==> src/rtl/ps2_scancode_controller.sv <==
// ps2_scancode_controller
//
// Purpose: turns completed PS/2 receiver frames into key events. Each frame
// is checked for start, stop and odd parity. A small prefix FSM folds the E0
// (extended) and F0 (break) prefixes into flags on the final scan code. The
// resulting event {ext, brk, code} goes into a first-word-fall-through FIFO.
// A pending prefix is abandoned if the final byte does not arrive within
// TIMEOUT_CYCLES.
//
// Ports:
//   clk            system clock (only clock used)
//   reset          synchronous, active-high reset
//   rx_done_tick   one-cycle pulse: rx_frame holds a complete frame
//   rx_frame[10:0] [0] start, [8:1] data LSB-first, [9] parity, [10] stop
//   rx_en          registered receive enable; low while the FIFO is full
//   key_valid      FIFO head holds an event
//   key_code       scan code of the head event
//   key_ext        head event carried an E0 prefix
//   key_break      head event is a release (F0 prefix)
//   key_rd         pop request; ignored while key_valid=0
//   fifo_full      FIFO holds FIFO_DEPTH entries
//   err_frame      pulse: bad start, stop or parity bit
//   err_seq        pulse: illegal prefix sequence
//   err_timeout    pulse: pending prefix sequence abandoned
//   err_overflow   pulse: event dropped because the FIFO was full
//   dbg_state      current prefix FSM state (IDLE=0, EXT=1, BRK=2, EXT_BRK=3)
//
// Handshake: an event is offered while key_valid=1. It is consumed on every
// clock edge where key_valid=1 and key_rd=1. The next head is visible on the
// cycle after that edge. key_rd while key_valid=0 has no effect.

module ps2_scancode_controller #(
    parameter int TIMEOUT_CYCLES = 2000000,
    parameter int FIFO_DEPTH     = 4
) (
    input  logic        clk,
    input  logic        reset,
    input  logic        rx_done_tick,
    input  logic [10:0] rx_frame,
    output logic        rx_en,
    output logic        key_valid,
    output logic [7:0]  key_code,
    output logic        key_ext,
    output logic        key_break,
    input  logic        key_rd,
    output logic        fifo_full,
    output logic        err_frame,
    output logic        err_seq,
    output logic        err_timeout,
    output logic        err_overflow,
    output logic [1:0]  dbg_state
);

    localparam int PW = $clog2(FIFO_DEPTH);
    localparam int CW = $clog2(FIFO_DEPTH + 1);
    localparam int TW = $clog2(TIMEOUT_CYCLES + 1);

    localparam logic [7:0] BYTE_EXT = 8'hE0;
    localparam logic [7:0] BYTE_BRK = 8'hF0;

    typedef enum logic [1:0] {
        ST_IDLE    = 2'd0,
        ST_EXT     = 2'd1,
        ST_BRK     = 2'd2,
        ST_EXT_BRK = 2'd3
    } state_t;

    state_t          state_q, state_d;
    logic [TW-1:0]   to_q, to_d;

    logic [9:0]      mem_q [FIFO_DEPTH];
    logic [PW-1:0]   wr_ptr_q, rd_ptr_q;
    logic [CW-1:0]   count_q, count_d;
    logic            rx_en_q, rx_en_d;

    logic            err_frame_q, err_frame_d;
    logic            err_seq_q, err_seq_d;
    logic            err_timeout_q, err_timeout_d;
    logic            err_overflow_q, err_overflow_d;

    logic            frame_ok;
    logic [7:0]      rx_byte;
    logic            push_req, push_ext, push_brk;
    logic            full, do_push, do_pop;

    // Odd parity covers the eight data bits plus the parity bit.
    assign frame_ok = ~rx_frame[0] & rx_frame[10] & (^rx_frame[9:1]);
    assign rx_byte  = rx_frame[8:1];

    // ------------------------------------------------------------------
    // Prefix FSM and timeout counter
    // ------------------------------------------------------------------
    always_comb begin
        state_d       = state_q;
        to_d          = to_q;
        push_req      = 1'b0;
        push_ext      = 1'b0;
        push_brk      = 1'b0;
        err_frame_d   = 1'b0;
        err_seq_d     = 1'b0;
        err_timeout_d = 1'b0;

        // A received byte takes precedence over an expiring timeout.
        if (rx_done_tick) begin
            to_d = '0;
            if (!frame_ok) begin
                err_frame_d = 1'b1;
                state_d     = ST_IDLE;
            end else begin
                unique case (state_q)
                    ST_IDLE: begin
                        if (rx_byte == BYTE_EXT) begin
                            state_d = ST_EXT;
                        end else if (rx_byte == BYTE_BRK) begin
                            state_d = ST_BRK;
                        end else begin
                            push_req = 1'b1;
                        end
                    end
                    ST_EXT: begin
                        if (rx_byte == BYTE_BRK) begin
                            state_d = ST_EXT_BRK;
                        end else if (rx_byte == BYTE_EXT) begin
                            // Repeated E0 is tolerated; remain extended.
                            state_d = ST_EXT;
                        end else begin
                            push_req = 1'b1;
                            push_ext = 1'b1;
                            state_d  = ST_IDLE;
                        end
                    end
                    ST_BRK: begin
                        state_d = ST_IDLE;
                        if (rx_byte == BYTE_EXT || rx_byte == BYTE_BRK) begin
                            err_seq_d = 1'b1;
                        end else begin
                            push_req = 1'b1;
                            push_brk = 1'b1;
                        end
                    end
                    ST_EXT_BRK: begin
                        state_d = ST_IDLE;
                        if (rx_byte == BYTE_EXT || rx_byte == BYTE_BRK) begin
                            err_seq_d = 1'b1;
                        end else begin
                            push_req = 1'b1;
                            push_ext = 1'b1;
                            push_brk = 1'b1;
                        end
                    end
                    default: state_d = ST_IDLE;
                endcase
            end
        end else if (state_q == ST_IDLE) begin
            to_d = '0;
        end else if (to_q == TW'(TIMEOUT_CYCLES - 1)) begin
            state_d       = ST_IDLE;
            err_timeout_d = 1'b1;
            to_d          = '0;
        end else begin
            to_d = to_q + 1'b1;
        end
    end

    // ------------------------------------------------------------------
    // FIFO control
    // ------------------------------------------------------------------
    assign full    = (count_q == CW'(FIFO_DEPTH));
    assign do_pop  = key_rd && (count_q != '0);
    // A push while full is accepted only if a pop frees the slot this cycle.
    assign do_push = push_req && (!full || do_pop);

    always_comb begin
        err_overflow_d = push_req && full && !do_pop;
        count_d        = count_q + CW'(do_push) - CW'(do_pop);
        // rx_en reflects the occupancy after this cycle's push and pop.
        rx_en_d        = (count_d < CW'(FIFO_DEPTH));
    end

    // ------------------------------------------------------------------
    // Registers
    // ------------------------------------------------------------------
    always_ff @(posedge clk) begin
        if (reset) begin
            state_q        <= ST_IDLE;
            to_q           <= '0;
            wr_ptr_q       <= '0;
            rd_ptr_q       <= '0;
            count_q        <= '0;
            rx_en_q        <= 1'b0;
            err_frame_q    <= 1'b0;
            err_seq_q      <= 1'b0;
            err_timeout_q  <= 1'b0;
            err_overflow_q <= 1'b0;
            for (int i = 0; i < FIFO_DEPTH; i++) begin
                mem_q[i] <= '0;
            end
        end else begin
            state_q        <= state_d;
            to_q           <= to_d;
            count_q        <= count_d;
            rx_en_q        <= rx_en_d;
            err_frame_q    <= err_frame_d;
            err_seq_q      <= err_seq_d;
            err_timeout_q  <= err_timeout_d;
            err_overflow_q <= err_overflow_d;
            if (do_push) begin
                mem_q[wr_ptr_q] <= {push_ext, push_brk, rx_byte};
                // FIFO_DEPTH is a power of two, so pointers wrap naturally.
                wr_ptr_q        <= wr_ptr_q + 1'b1;
            end
            if (do_pop) begin
                rd_ptr_q <= rd_ptr_q + 1'b1;
            end
        end
    end

    // ------------------------------------------------------------------
    // Outputs
    // ------------------------------------------------------------------
    assign rx_en        = rx_en_q;
    assign key_valid    = (count_q != '0);
    assign fifo_full    = full;
    assign key_ext      = mem_q[rd_ptr_q][9];
    assign key_break    = mem_q[rd_ptr_q][8];
    assign key_code     = mem_q[rd_ptr_q][7:0];
    assign err_frame    = err_frame_q;
    assign err_seq      = err_seq_q;
    assign err_timeout  = err_timeout_q;
    assign err_overflow = err_overflow_q;
    assign dbg_state    = state_q;

endmodule

==> config.mk <==
export PLATFORM = sky130hd
export DESIGN_NAME = ps2_scancode_controller
export DESIGN_NICKNAME = d
export VERILOG_FILES = /design/src/rtl/ps2_scancode_controller.sv
export SDC_FILE = /design/constraint.sdc
export NUM_CORES = 1
export LEC_CHECK = 0
export CORE_MARGIN = 2
export CORE_UTILIZATION = 40
export CTS_CLUSTER_DIAMETER = 60
export DETAILED_ROUTE_END_ITERATION = 7
export GPL_TIMING_DRIVEN = 0
export HOLD_SLACK_MARGIN = 0.1
export PLACE_DENSITY_LB_ADDON = 0.05
export SYNTH_ARGS = -nofsm -noshare
export SYNTH_HDL_FRONTEND = slang
export SYNTH_SLANG_ARGS = --single-unit
==> constraint.sdc <==
create_clock -name clk -period 2.9 [get_ports clk]
set_clock_uncertainty 0.2 [all_clocks]
set_input_delay 0.58 -clock clk [delete_from_list [all_inputs] [get_ports clk]]
set_output_delay 0.58 -clock clk [all_outputs]
set_load 0.05 [all_outputs]
==> metrics.txt, run 1 <==
critical path fanouts, max=5; WP data arrival=2.96 ns; power density cells=between 600 and 700 nW/um^2; row cnt=34; met2 Use GR=0.279; CP Launch Type=input port; CP max-delay cell=xnor3_2; Clock Path Buffers=2; Worst EP required=about 2.9 ns; post-synthesis simple-gate area fraction=0.238; die area=between 9000 and 10000 um^2; largest net degree at the start of global routing=15; max incr delay on CP=0.45 ns; Async SR Flop Fraction=0; most used flip-flop cell after synthesis=edfxtp_1; CTS root buf=clkbuf_8; ANT cells=0; slew at the pin closest to its max-slew limit=between 0.7 and 0.8 ns; TritonCTS buffer count=9; Worst VDD drop=0.312 mV; Initial DRC Count=73; GPL Wtd Cong=approximately 0.75; syn nets=around 330; Synth Area in Adders=0.0293; mux contribution to synthesized area=0.0723; Compound-Gate Fraction of Synth Area=0.0450; Crit Path Category=in -> reg; Post-synth EDFFs=40; Tcrit/Tclk final=1.01; DRC=0; initial antenna violation count=0; DRT Wirelength=7590 um; Avg WL per Cell=16.2 um; buffers added on ports=33; fillers=about 830; antenna-violating nets left=0; violated checks=setup timing; CTS tree=built; Final Hold Slack=about 0.27 ns; r2r endpoint=rx_en; vias per cell=5.20; reg-to-reg slack, setup=0.32 ns; critical-path cell list=buf_8 -> inv_4 -> ha_4 -> xnor3_2 -> xnor2_4 -> and4_1 -> mux2i_1 -> ha_2 -> inv_2 -> fa_2 -> xor2_2 -> xnor2_1 -> nor2b_2; M3 GR Usage=0.0306; hold-critical path depth=1; proportion of layout cells with a drive suffix above 1=0.219; min-delay src=to_q[0]; Syn. warnings=0; status=finished with violations; total congestion overflow=0; pins over their slew limit=0; RSZ-0062 raised after global routing=yes; placement-stage cell area=about 4200 um^2; MaxCap Viol Count=0; largest family of logic cells by synthesized area=simple AND/OR/NAND/NOR gates; Clock transition at path regs=0.08 ns; fin nets=roughly 380; Initial Utilization=0.417; R2R depth=10; # setup viols final=1; Final Instance Area=between 4000 and 5000 um^2; Pre-Repair DR Iteration Count=4; Die Ht=99.8 um; Synth cell types=54; Static Leak=roughly 1.6 nW; headroom to the max-slew limit=0.474; vias in the first global route=2502; Clock Sinks=77; final hold vios=0; commonest non-fill, non-tap cell in the layout=nor2_1; Max Freq=341 MHz; Hold EP=to_q[0]; first-pass GRT wire length=between 10000 and 15000 um; crit end category=flip-flop; aggregate global-route resource usage=0.169; fin cells=between 400 and 500; #FFs+latches synth=77; post-layout min period=between 2 and 3 ns; Synth Area in XOR/XNOR=0.0522; HP Class=reg -> reg; Die Wd=about 100 um; Crit path max-delay family=XOR/XNOR gates; placed insts=around 450; Core Region=~9000 um^2; R2R Path Start=count_q[1]; H-tree depth=3; DR vias=roughly 2.4k; GR Util met1=0.221; worst setup margin=-0.0328 ns; HPWL after detailed placement=approximately 5200 um; Gate Count Post-Synth=310; Bufs and invs on worst path=3; Final TNS setup=-0.0328 ns; worst-skew pair later-pin latency=about 0.35 ns; most frequent cells in the layout=54 x nor2_1, 40 x edfxtp_1, 37 x dfxtp_1; I/O pin count=34; syn avg cell area=11.8 um^2; global route hottest layer=met2; Synth Cell Area=between 3000 and 4000 um^2; Synth-to-Final Area Change=21.1%; hold-fix buffers at CTS=0; register area share after synthesis=0.529
==> layout make-up <==
class                           count  area (um^2)  share of cell area
Multi-Input combinational cell    208         1710               0.384
Sequential cell                    77         1940               0.437
Timing Repair Buffer               36          342              0.0768
Clock buffer                       10          128              0.0287
Tap cell                          108          135              0.0304
Clock inverter                      6         63.8              0.0144
Inverter                           12         47.5              0.0107
Buffer                             12         80.1              0.0180
==> stage by stage <==
stage	setup WS (ns)	power (mW)	utilization
floorplan	-0.187	1.93	-
global placement	-0.916	2.17	0.472
detailed placement	-0.933	2.18	0.472
CTS	-0.0309	2.97	0.500
global route	-0.128	3.11	0.505
finish	-0.0328	2.96	0.505
==> power breakdown <==
group | switching [mW] | internal (mW) | total (mW)
Combinational | 0.530 | 0.360 | 0.890
Sequential | 0.0518 | 1.22 | 1.27
Clock | 0.402 | 0.398 | 0.801
==> state kept, by name, indices dropped and copies added, names as in the netlist, 2 cells and up, named ones only <==
signal,count
dbg_state,2
rd_ptr_q,2
to_q,21
mem_q,40
count_q,3
wr_ptr_q,2
==> cells by family after synthesis <==
group | count (synthesis)
adders and majority gates | 8
and+or+nand+nor | 144
buffers and inverters | 25
AOI/OAI and AO/OA | 25
DFF | 77
xor gates and xnor gates | 18
muxes | 13
==> what timing repair did <==
item                       in CTS  in global routing
resized for setup              41                  6
setup endpoints to repair      53                 13
setup buffers                   3                  0
hold endpoints to repair        0                  0
pin swaps                       8                  5
==> per-layer routing <==
| layer | share of wire | up-vias |
|---|---|---|
| li1 | - | 1214 |
| met1 | 0.48 | 1159 |
| met2 | 0.47 | 55 |
| met3 | 0.033 | 13 |
| met4 | 0.018 | 0 |
| met5 | 0 | - |
==> how the worst max path moves through the flow <==
stage | from | to | slack [ns] | depth (start not counted)
after floorplan | rx_frame[8] | rx_en | -0.19 | 11
after global placement | rx_frame[8] | rx_en | -0.92 | 12
after detailed placement | rx_frame[8] | rx_en | -0.93 | 12
after CTS | rx_frame[5] | rx_en | -0.03 | 13
after global routing | rx_frame[5] | rx_en | -0.13 | 13
final | rx_frame[5] | rx_en | -0.03 | 13
==> cell usage after synthesis (2+ instances only) <==
master	count	area, um^2
nor2_1	54	203
edfxtp_1	40	1200
dfxtp_1	37	741
nand2b_1	13	81.3
inv_1	12	45.0
xor2_1	11	96.3
mux4_2	10	225
nor3_2	10	100
nand2_1	9	33.8
nand3_1	9	45.0
a21oi_1	8	40.0
ha_1	7	87.6
and4_1	6	52.6
nor2b_1	6	37.5
or4_1	6	45.0
o31ai_1	5	37.5
xnor2_1	5	43.8
buf_4	4	30.0
clkbuf_1	4	15.0
o21ai_0	4	20.0
or3_1	4	25.0
and2_1	3	18.8
nand4_1	3	18.8
a2111oi_0	2	17.5
a31o_2	2	17.5
and3_1	2	12.5
buf_6	2	22.5
mux2_4	2	30.0
nand3_2	2	20.0
nand4_2	2	25.0
nor4_1	2	12.5
nor4b_1	2	17.5
==> worst reg2reg max path, stage by stage (launching register included) <==
cell	delay, ns
dfxtp_1	0.38
or4b_1	0.59
and3_1	0.29
nand3_4	0.10
mux2i_1	0.07
ha_2	0.19
inv_2	0.05
fa_2	0.20
xor2_2	0.15
xnor2_1	0.15
nor2b_2	0.16
No activity file was read; power rests on OpenSTA's default activity.
==> run 2: changes to the inputs <==
Settings changed: CORE_UTILIZATION 40 to 50.
==> metrics.txt, run 2 (same netlist as run 1, synthesis figures left out) <==
hold-critical path depth=1 (unchanged); HPWL after detailed placement=5070 um (-2.7%); H-tree depth=3 (unchanged); power density cells=671 nW/um^2 (+0.74%); RSZ-0062 raised after global routing=yes; Avg WL per Cell=15.8 um (-2.2%); status=finished with violations; placement-stage cell area=4150 um^2 (-0.27%); initial antenna violation count=0 (unchanged); Initial Utilization=0.511 (+0.0947); DRT Wirelength=7350 um (-3.2%); met2 Use GR=0.349 (+0.0698); worst-skew pair later-pin latency=0.34 ns (about the same); I/O pin count=34 (unchanged); Crit path max-delay family=adder cells; fin nets=383 (+1.1%); GPL Wtd Cong=0.805 (+7.8%); first-pass GRT wire length=12100 um (-5.8%); area occupied by multi-input gates=1710 um^2 (-0.15%); max reg flops=40 (unchanged); reg-to-reg slack, setup=0.32 ns (about the same); register area=1940 um^2 (unchanged); R2R Path Start=count_q[1]; ANT cells=0 (unchanged); DR vias=2432 (-0.37%); vias in the first global route=2366 (-5.4%); Most flops, register=mem_q; Clock transition at path regs=0.08 ns (about the same); Core Region=7180 um^2 (-19%); min-delay src=to_q[0]; Static Leak=1.59 nW (+1.8%); Largest regs=mem_q (40), to_q (21), count_q (3); buffers added on ports=33 (unchanged); Pre-Repair DR Iteration Count=4 (unchanged); Hold EP=to_q[0]; Clock Sinks=77 (unchanged); max incr delay on CP=0.34 ns (-0.11 ns); r2r endpoint=rx_en; aggregate global-route resource usage=0.206 (+0.0364); post-layout min period=2.92 ns (-0.0147 ns); proportion of layout cells with a drive suffix above 1=0.227 (+0.00856); Crit Path Category=in -> reg; worst setup margin=-0.0181 ns (+0.0147 ns); DRC=0 (unchanged); headroom to the max-slew limit=0.475 (+0.00154); Tcrit/Tclk final=1.01 (-0.00508); crit end category=flip-flop; MaxCap Viol Count=0 (unchanged); most frequent cells in the layout=54 x nor2_1, 40 x edfxtp_1, 37 x dfxtp_1; WP data arrival=2.94 ns (-0.02 ns); hold-fix buffers at CTS=0 (unchanged); critical-path cell list=buf_8 -> buf_4 -> ha_1 -> o2111ai_2 -> and3_1 -> nand3_4 -> mux2i_1 -> ha_2 -> inv_2 -> fa_2 -> xor2_2 -> xnor2_1 -> nor2b_1; TritonCTS buffer count=9 (unchanged); vias per cell=5.24 (+0.70%); antenna-violating nets left=0 (unchanged); fillers=620 (-25%); Die Ht=89.7 um (-10%); Max Freq=343 MHz (+0.51%); R2R depth=10 (unchanged); HP Class=reg -> reg; CTS tree=built; row cnt=31 (-8.8%); # setup viols final=1 (unchanged); Clock Path Buffers=2 (unchanged); critical path fanouts, max=5 (unchanged); Final Instance Area=4490 um^2 (+0.96%); GR Util met1=0.258 (+0.0374); die area=8040 um^2 (-19%); slew at the pin closest to its max-slew limit=0.787 ns (-0.00231 ns); violated checks=setup timing; final hold vios=0 (unchanged); Synth-to-Final Area Change=22.3%; Worst VDD drop=0.331 mV (+6.1%); M3 GR Usage=0.0439 (+0.0132); CP Launch Type=input port; Worst EP required=2.92 ns (about the same); global route hottest layer=met2; Die Wd=89.7 um (-10%); Bufs and invs on worst path=3 (unchanged); Initial DRC Count=128 (+75%); total congestion overflow=0 (unchanged); CP max-delay cell=fa_2; post-route core utilization=0.625 (+0.121); CTS root buf=clkbuf_8; largest net degree at the start of global routing=15 (unchanged); commonest non-fill, non-tap cell in the layout=nor2_1; pins over their slew limit=0 (unchanged)
-- run 2: final cells by class --
class | instances | area share
timing repair buffer | 39 | 0.0839
tap | 99 | 0.0276
clock inverter | 5 | 0.0131
clock buffer | 11 | 0.0340
buffer | 13 | 0.0181
inverter | 12 | 0.0106
sequential | 77 | 0.433
multi-input combinational | 208 | 0.380
-- run 2: through the flow --
stage	hold slack (ns)	worst slack [ns]	total power, mW	std cells	setup TNS [ns]
3_5_place_dp	0.249	-0.927	2.17	442	-35.03
5_1_grt	0.298	-0.126	3.17	464	-0.241
4_1_cts	0.267	-0.0974	3.01	461	-0.169
6_report	0.261	-0.0181	3.01	464	-0.0181
2_1_floorplan	0.226	-0.187	1.93	310	-0.325
3_3_place_gp	0.243	-0.902	2.16	442	-34.89
-- run 2: worst max path at each step --
stage          cells past startpoint  slack [ns]     to        start
6_report                          13       -0.02  rx_en  rx_frame[5]
5_1_grt                           12       -0.13  rx_en  rx_frame[7]
4_1_cts                           13        -0.1  rx_en  rx_frame[5]
3_5_place_dp                      12       -0.93  rx_en  rx_frame[7]
3_3_place_gp                      12       -0.90  rx_en  rx_frame[7]
2_1_floorplan                     11       -0.19  rx_en  rx_frame[8]
-- run 2: layer usage --
metal  vias up  share of wire
li1       1224              -
met1      1175           0.45
met2        27           0.51
met3         6          0.019
met4         0          0.014
met5         -              0
-- run 2: worst reg2reg max path: stages, from the launching register on --
cell,delay [ns]
dfxtp_1,0.38
or4b_1,0.60
and3_1,0.29
nand3_4,0.10
mux2i_1,0.08
ha_2,0.18
inv_2,0.05
fa_2,0.20
xor2_2,0.15
xnor2_1,0.15
nor2b_1,0.15
-- run 2: power by group --
part,total [mW],switching [mW],internal (mW)
Sequential,1.26,0.0408,1.22
Combinational,0.904,0.538,0.366
Clock,0.848,0.398,0.450
Total,3.01,0.977,2.03
-- run 2: repair_timing --
| action | 4_1_cts | 5_1_grt |
|---|---|---|
| endpoints found under the setup margin | 53 | 2 |
| buffers inserted | 3 | 3 |
| pin swaps | 9 | 7 |
| gates resized for setup | 46 | 9 |
==> run 3: changes to the inputs <==
Settings changed: GPL_TIMING_DRIVEN 0 to 1.
==> metrics.txt, run 3 (same netlist as run 1, synthesis figures left out) <==
commonest non-fill, non-tap cell in the layout=nor2_1; Initial Utilization=0.511 (unchanged); slew at the pin closest to its max-slew limit=0.616 ns (-0.170 ns); register area=1940 um^2 (unchanged); total power=3.19 mW (+6.0%); die area=8040 um^2 (unchanged); H-tree depth=3 (unchanged); proportion of layout cells with a drive suffix above 1=0.287 (+0.0598); fin nets=394 (+2.9%); CP max-delay cell=xnor3_2; Final Hold Slack=0.271 ns (+0.0103 ns); antenna-violating nets left=0 (unchanged); headroom to the max-slew limit=0.585 (+0.109); vias in the first global route=2453 (+3.7%); Clock Sinks=77 (unchanged); hold-fix buffers at CTS=0 (unchanged); HPWL after detailed placement=5340 um (+5.3%); Most flops, register=mem_q; RSZ-0062 raised after global routing=yes; largest net degree at the start of global routing=29 (+14); Core Region=7180 um^2 (unchanged); Crit path max-delay family=XOR/XNOR gates; initial antenna violation count=0 (unchanged); Worst setup startpoint=rx_frame[7]; violated checks=setup timing; fillers=595 (-4.0%); Pre-Repair DR Iteration Count=6 (+2); total congestion overflow=0 (unchanged); ANT cells=0 (unchanged); power density cells=693 nW/um^2 (+3.3%); pins over their slew limit=0 (unchanged); CP endpoint=rx_en; R2R depth=10 (unchanged); CTS root buf=clkbuf_8; CP Launch Type=input port; most frequent cells in the layout=54 x nor2_1, 40 x edfxtp_1, 38 x buf_4; max reg flops=40 (unchanged); Die Ht=89.7 um (unchanged); DRT Wirelength=7450 um (+1.3%); final hold vios=0 (unchanged); CTS tree=built; Bufs and invs on worst path=2 (-1); critical path fanouts, max=3 (-2); DRC=0 (unchanged); buffers added on ports=33 (unchanged); Final Instance Area=4610 um^2 (+2.6%); max incr delay on CP=0.46 ns (+0.12 ns); I/O pin count=34 (unchanged); first-pass GRT wire length=11900 um (-1.5%); aggregate global-route resource usage=0.199 (-0.00734); Final TNS setup=-0.0359 ns (-0.0179 ns); TritonCTS buffer count=9 (unchanged); WP depth=12 (-1); MaxCap Viol Count=0 (unchanged); Worst VDD drop=0.304 mV (-8.2%); status=finished with violations; crit end category=flip-flop; Static Leak=1.67 nW (+5.0%); post-layout min period=2.93 ns (+0.0129 ns); GPL Wtd Cong=0.782 (-2.8%); Avg WL per Cell=15.7 um (-1.0%); r2r endpoint=rx_en; Clock Path Buffers=2 (unchanged); Die Wd=89.7 um (unchanged); Crit Path Category=in -> reg; Initial DRC Count=131 (+2.3%); placement-stage cell area=4270 um^2 (+3.1%); vias per cell=5.34 (+1.8%); row cnt=31 (unchanged); area occupied by multi-input gates=1690 um^2 (-1.1%); critical-path cell list=buf_8 -> ha_4 -> xnor3_2 -> xnor2_4 -> and4_1 -> mux2i_1 -> ha_2 -> inv_2 -> fa_2 -> xor2_2 -> xnor2_1 -> nor2b_1; reg-to-reg slack, setup=0.39 ns (+0.07 ns); # setup viols final=2 (+1); Tcrit/Tclk final=1.01 (+0.00445); WP data arrival=2.96 ns (+0.02 ns); worst-skew pair later-pin latency=0.34 ns (about the same); Clock transition at path regs=0.08 ns (about the same); Worst EP required=2.93 ns (about the same); Largest regs=mem_q (40), to_q (21), count_q (3); HP Class=reg -> reg; R2R Path Start=count_q[1]; Synth-to-Final Area Change=25.5%; worst setup margin=-0.0310 ns (-0.0129 ns); DR vias=2535 (+4.2%); Max Freq=341 MHz (-0.44%); post-route core utilization=0.642 (+0.0164)
==> run 3: worst min-delay path by stage <==
stage | startpoint | end | slack [ns] | cells past startpoint
4_1_cts | to_q[0] | to_q[0] | 0.28 | 1
6_report | to_q[0] | to_q[0] | 0.27 | 1
5_1_grt | to_q[0] | to_q[0] | 0.31 | 1
3_3_place_gp | to_q[0] | to_q[0] | 0.24 | 1
2_1_floorplan | to_q[0] | to_q[0] | 0.23 | 1
3_5_place_dp | to_q[0] | to_q[0] | 0.26 | 1
==> run 3: final cells by class <==
class                      instances  share of cell area
clock buffer                      10              0.0277
clock inverter                     6              0.0244
inverter                          12              0.0103
multi-input combinational        208               0.366
sequential                        77               0.422
tap                               99              0.0269
timing repair buffer              63               0.123
==> run 3: what timing repair did <==
action | 4_1_cts | 5_1_grt
gates resized for setup | 31 | 9
setup endpoints to repair | 3 | 2
pin swaps | 9 | 8
setup buffers | 0 | 2
==> run 3: metrics by stage <==
stage               setup WS (ns)  instances
detailed placement         -0.820        457
CTS                       -0.0310        473
finish                    -0.0310        475
floorplan                  -0.187        310
global route               -0.133        475
global placement           -0.749        457
==> run 3: report_power, final <==
group / switching (mW) / total, mW / internal (mW)
Clock: 0.403 / 0.977 / 0.574
Combinational: 0.540 / 0.943 / 0.402
Sequential: 0.0536 / 1.27 / 1.22
==> run 3: layer usage <==
| layer | track usage | part of all wire |
|---|---|---|
| met1 | 0.246 | 0.44 |
| met2 | 0.346 | 0.52 |
| met3 | 0.0311 | 0.029 |
| met4 | 0.0801 | 0.012 |
| met5 | 0 | 0 |
